### src/rtl/crack_pkg.sv
// crack_pkg: shared state encoding, key width and printable-ASCII window
// for the ARC4 key-search controller.
package crack_pkg;
    localparam int KEY_W = 24;
    localparam logic [7:0] ASCII_LO = 8'h20;
    localparam logic [7:0] ASCII_HI = 8'h7E;

    typedef enum logic [2:0] {IDLE, ARM, FIRE, RUN, LEN_RD, LEN_CAP, SCAN, NEXT} state_t;

    function automatic logic is_print(input logic [7:0] b);
        return b >= ASCII_LO && b <= ASCII_HI;
    endfunction
endpackage

### src/rtl/pt_port_mux.sv
// pt_port_mux: hands the pt_mem port to the controller (read-only) or to arc4.
module pt_port_mux (
    input  logic       sel,
    input  logic [7:0] ctrl_addr,
    input  logic [7:0] a4_addr,
    input  logic [7:0] a4_wrdata,
    input  logic       a4_wren,
    output logic [7:0] pt_addr,
    output logic [7:0] pt_wrdata,
    output logic       pt_wren
);
    assign pt_addr   = sel ? ctrl_addr : a4_addr;
    assign pt_wrdata = sel ? 8'd0 : a4_wrdata;
    assign pt_wren   = !sel && a4_wren;
endmodule

### src/rtl/key_search_ctrl.sv
// key_search_ctrl: steps one arc4 core over a key range and reports the first
// key whose decrypted message is entirely printable ASCII.
module key_search_ctrl
    import crack_pkg::*;
#(
    parameter logic [KEY_W-1:0] KEY_START  = 24'h000000,
    parameter logic [KEY_W-1:0] KEY_STRIDE = 24'h000001,
    parameter logic [KEY_W-1:0] KEY_LAST   = 24'hFFFFFF
) (
    input  logic             clk,
    input  logic             rst_n,
    input  logic             en,
    output logic             rdy,
    input  logic             stop,
    output logic             key_valid,
    output logic [KEY_W-1:0] key_out,
    output logic             a4_en,
    input  logic             a4_rdy,
    output logic [KEY_W-1:0] a4_key,
    input  logic [7:0]       a4_pt_addr,
    input  logic [7:0]       a4_pt_wrdata,
    input  logic             a4_pt_wren,
    output logic [7:0]       pt_addr,
    output logic [7:0]       pt_wrdata,
    output logic             pt_wren,
    input  logic [7:0]       pt_rddata
);
    state_t state, state_n;
    logic [KEY_W-1:0] key;
    logic [KEY_W:0] key_nxt;
    logic [7:0] len, ctrl_addr;
    logic [8:0] idx, idx_m1;
    logic run_first, ctrl_sel, bad, last, done;

    assign key_nxt   = {1'b0, key} + {1'b0, KEY_STRIDE};
    assign done      = stop || key == KEY_LAST || key_nxt > {1'b0, KEY_LAST};
    assign idx_m1    = idx - 9'd1;
    // byte idx-1 arrives this cycle; idx=1 has nothing in flight yet
    assign bad       = state == SCAN && idx >= 9'd2 && !is_print(pt_rddata);
    assign last      = idx == {1'b0, len} + 9'd1;
    // hold the address on the final/failing cycle so it never runs past len
    assign ctrl_addr = state != SCAN ? 8'd0 : (bad || last) ? idx_m1[7:0] : idx[7:0];
    assign ctrl_sel  = state inside {LEN_RD, LEN_CAP, SCAN};
    assign rdy       = state == IDLE;
    assign a4_en     = state == FIRE;

    pt_port_mux u_mux (
        .sel(ctrl_sel), .ctrl_addr(ctrl_addr), .a4_addr(a4_pt_addr),
        .a4_wrdata(a4_pt_wrdata), .a4_wren(a4_pt_wren),
        .pt_addr(pt_addr), .pt_wrdata(pt_wrdata), .pt_wren(pt_wren)
    );

    always_comb begin
        state_n = state;
        case (state)
            IDLE:    if (en) state_n = ARM;
            ARM:     if (a4_rdy) state_n = FIRE;
            FIRE:    state_n = RUN;
            RUN:     if (!run_first && a4_rdy) state_n = LEN_RD;
            LEN_RD:  state_n = LEN_CAP;
            LEN_CAP: state_n = pt_rddata == 8'd0 ? IDLE : SCAN;
            SCAN:    state_n = bad ? NEXT : last ? IDLE : SCAN;
            NEXT:    state_n = done ? IDLE : ARM;
            default: state_n = IDLE;
        endcase
    end

    always_ff @(posedge clk or negedge rst_n)
        if (!rst_n) state <= IDLE;
        else state <= state_n;

    always_ff @(posedge clk or negedge rst_n)
        if (!rst_n) begin
            key       <= KEY_START;
            key_out   <= '0;
            key_valid <= 1'b0;
            a4_key    <= '0;
            len       <= 8'd0;
            idx       <= 9'd0;
            run_first <= 1'b0;
        end else begin
            if (state == IDLE && en) begin
                key       <= KEY_START;
                key_valid <= 1'b0;
            end
            if (state == ARM && a4_rdy) a4_key <= key;
            run_first <= state == FIRE;
            if (state == LEN_CAP) begin
                len <= pt_rddata;
                idx <= 9'd1;
            end
            if (state == SCAN && !bad) idx <= idx + 9'd1;
            if ((state == LEN_CAP && pt_rddata == 8'd0) || (state == SCAN && !bad && last)) begin
                key_out   <= key;
                key_valid <= 1'b1;
            end
            if (state == NEXT && !done) key <= key_nxt[KEY_W-1:0];
        end
endmodule
### config.mk
export PLATFORM = sky130hd
export DESIGN_NAME = key_search_ctrl
export DESIGN_NICKNAME = d
export VERILOG_FILES = /design/src/rtl/crack_pkg.sv /design/src/rtl/pt_port_mux.sv /design/src/rtl/key_search_ctrl.sv
export SDC_FILE = /design/constraint.sdc
export NUM_CORES = 1
export LEC_CHECK = 0
export CORE_ASPECT_RATIO = 1.1
export CORE_MARGIN = 8
export CORE_UTILIZATION = 45
export DETAILED_ROUTE_END_ITERATION = 7
export PLACE_DENSITY = 0.7
export RECOVER_POWER = 25
export SLEW_MARGIN = 10
export SYNTH_ARGS = -nofsm -noshare
export SYNTH_HDL_FRONTEND = slang
export SYNTH_SLANG_ARGS = --single-unit
### constraint.sdc
create_clock -name clk -period 7.4 [get_ports clk]
set_input_delay 0.74 -clock clk [delete_from_list [all_inputs] [get_ports clk]]
set_output_delay 0.74 -clock clk [all_outputs]
set_load 0.1 [all_outputs]
==> summary.md <==
| Metric | Value |
|---|---|
| Run status | `finished, violations left` |
| Failing checks | `capacitance limit, slew limit` |
| Slew at the pin with the worst max-slew slack | `approximately 2.7 ns` |
| Routed via count | `4260` |
| PortBufs | `97` |
| Die width | `about 120 µm` |
| Top cells by area, synth | `dfrtp_1 45%, mux2_2 12%, o21ai_0 3.1%` |
| Register area share after synthesis | `0.449` |
| Clock share of power | `0.255` |
| Share of layout cells above drive strength 1 | `0.157` |
| Layout overhead on the synthesized area | `25.2%` |
| Startpoint type of the worst setup path | `register` |
| Core ar. | `between 10000 and 15000 µm²` |
| HP Class | `register to register` |
| Syn Nets | `about 550` |
| Hold_buf cts | `0` |
| P_leak | `2.89 nW` |
| Prevailing post-synth register cell | `dfrtp_1` |
| RSZ-0062 raised after global routing | `false` |
| Cts repair resizes | `0` |
| Synthesized flop and latch total | `94` |
| Distinct cells, synth | `66` |
| Sw Ratio | `0.415` |
| Placed cells | `732` |
| Setup bufs post-CTS | `0` |
| Clk slew on worst S/H paths | `0.06 ns` |
| Peak VDD IR | `between 0.1 and 0.15 mV` |
| YS warnings | `0` |
| CP Class | `register to output port` |
| Die height | `approximately 130 µm` |
| Setup TNS | `0 ns` |
| Ant. Diodes | `0` |
| H-tree depth | `3` |
| EDFF count, synth | `0` |
| Hold WS | `about 0.48 ns` |
| Post-route setup slack | `around 2.5 ns` |
| Slowest stage delay, CP | `1.15 ns` |
| Sink Count | `between 90 and 100` |
| Cell mode on critical path | `o2111ai_1` |
| Fin crit period | `roughly 4.9 ns` |
| GRT overflow | `0` |
| Clk buf depth | `2` |
| Cell taking the most area after synthesis | `dfrtp_1` |
| NumNets Final | `around 630` |
| Logic pwr share | `0.381` |
| Cell Rows | `between 40 and 50` |
| Post-synth ARST share | `1.00` |
| Placed cell area | `roughly 6300 µm²` |
| Power density over the cells | `282 nW/µm²` |
| Initial antenna violation count | `0` |
| Fmax | `206 MHz` |
| GRT Total Usage | `0.173` |
| Clk root buf | `clkbuf_16` |
| Data arrival, critical path | `4.11 ns` |
| DP HPWL | `approximately 9500 µm` |
| Initial DRT Pass Iterations | `4` |
| Starting DRC count in detailed routing | `approximately 240` |
| Worst slew margin | `-0.805` |
| Clock Skew | `around 0.0087 ns` |
| Vias in the first global route | `between 4000 and 5000` |
| Most frequent cells in the layout | `96 x clkdlybuf4s50_1, 94 x dfrtp_1, 56 x mux2_2, 41 x nand2_1, 32 x nor2_1` |
| CP max-delay cell | `clkdlybuf4s50_1` |
| First-pass GRT wire length | `around 22000 µm` |
| Pint | `1.08 mW` |
| Commonest non-fill, non-tap cell in the layout | `clkdlybuf4s50_1` |
| CP Capture Type | `output port` |
| Starting Density | `0.460` |
| Pin count of the biggest net entering global routing | `52` |
| Placer's final routability congestion estimate | `between 0.9 and 1` |
| Fin cells | `about 750` |
| Clk_lat worst skew | `between 0.3 and 0.4 ns` |
| Max Transition Viols Final | `97` |
| Area share of the largest cell type after synthesis | `0.449` |
| Post-Place Setup Slack | `about 2.8 ns` |
| Final setup violation count | `0` |
| NetSw | `about 0.77 mW` |
| Required time of the worst setup path | `roughly 6.7 ns` |
| I/O pin cnt | `98` |
| Die area | `roughly 15000 µm²` |
| Post-synthesis instance total | `between 500 and 600` |
| TritonCTS clock tree | `done` |
| Avg Cell Area, Syn | `~10 µm²` |
| Seq pwr share | `0.364` |
| Crit path max fanout | `10` |
| Power, Total | `1.85 mW` |
| Max_cap viols | `2` |
| Drt total wl | `about 13000 µm` |
| Mapped cell area | `5230 µm²` |
| Finished Cell Area | `approximately 6600 µm²` |
| DRC errors left | `0` |
| Post-DRT Antenna Nets | `0` |
| Avg WL per Cell | `17.6 µm` |
| Hold Fails Final Rpt | `0` |
| Final core occ | `0.575` |
| Tcrit/Tclk final | `0.656` |
| TritonCTS Buffers | `9` |
| Via density | `approximately 5.7` |
| CP Cell Sequence | `ha_1, o21ba_2, a221oi_1, o2111ai_1, nor4_4, o2111ai_1, xor2_1, o21ai_0, clkdlybuf4s50_1` |
[layer usage]
layer,track usage,part of all wire,vias to the layer above
met3,0.0396,0.051,22
met4,0.0640,0.018,0
li1,-,-,2029
met1,0.205,0.43,2102
met2,0.303,0.50,107
met5,0,0,-
[kinds of logic after synthesis]
group	Yosys count	synth area share
AND/OR/NAND/NOR	198	0.209
AO/OA/AOI/OAI	94	0.124
flip-flops	94	0.449
multiplexers	60	0.128
buffers and inverters	44	0.0411
XOR/XNOR	20	0.0335
adder cells (fa/ha/maj)	6	0.0143
[final cells by class]
| class | instances | area (µm²) |
|---|---|---|
| clock buffer | 11 | 253 |
| timing repair buffer | 101 | 991 |
| inverter | 9 | 33.8 |
| fill | 983 | 4830 |
| multi-input combinational | 378 | 2680 |
| clock inverter | 4 | 56.3 |
| sequential | 94 | 2350 |
| tap | 150 | 188 |
[flip-flops by register name, indices dropped and copies added, names as in the netlist]
register	count
a4_key	24
idx	9
key	24
key_out	24
key_valid	1
len	8
run_first	1
state	3
[path summary, 6_finish.rpt]
| check | from | endpoint | slack (ns) | depth (start not counted) |
|---|---|---|---|---|
| setup / recovery | len[0]$_DFFE_PN0P_ | pt_addr[6] | 2.55 | 9 |
| hold / removal | key_valid$_DFFE_PN0P_ | key_valid$_DFFE_PN0P_ | 0.48 | 1 |
| setup reg to reg | key[0]$_DFFE_PN0P_ | key[11]$_DFFE_PN0P_ | 3.98 | 8 |
| hold reg to reg | key_valid$_DFFE_PN0P_ | key_valid$_DFFE_PN0P_ | 0.48 | 1 |
| max in group asynchronous | rst_n | a4_key[21]$_DFFE_PN0P_ | 2.82 | 2 |
| min in group asynchronous | rst_n | a4_key[5]$_DFFE_PN0P_ | 1.10 | 1 |
[critical path, delay by kind of cell (launching register included)]
family	cells	cell delay, ns
xor+xnor	1	0.17
simple gates	1	0.53
flops	1	0.42
compound gates	5	1.19
fa+ha+maj	1	0.32
buf+inv	1	1.15
[synthesized netlist by cell type, types with 6 or more instances]
cell type   n
and3_1     11
nor2_1     32
clkbuf_1   18
nand2_1    41
nor3_1     22
buf_2      10
xor2_1     11
mux2_2     56
and2_1     14
ha_1        6
o21ai_0    32
nand4_1    10
inv_1       9
a221o_1     6
a21oi_1    11
o211ai_1    6
xnor2_1     9
nand3_1    25
dfrtp_1    94
[power groups by stage]
stage / registers, mW / logic [mW] / clock network [mW]
floorplan: 0.695 / 0.509 / 0
global placement: 0.676 / 0.692 / 0
detailed placement: 0.680 / 0.707 / 0
CTS: 0.670 / 0.710 / 0.482
global route: 0.686 / 0.754 / 0.501
finish: 0.673 / 0.704 / 0.472
(Power assumes the default switching activity.)
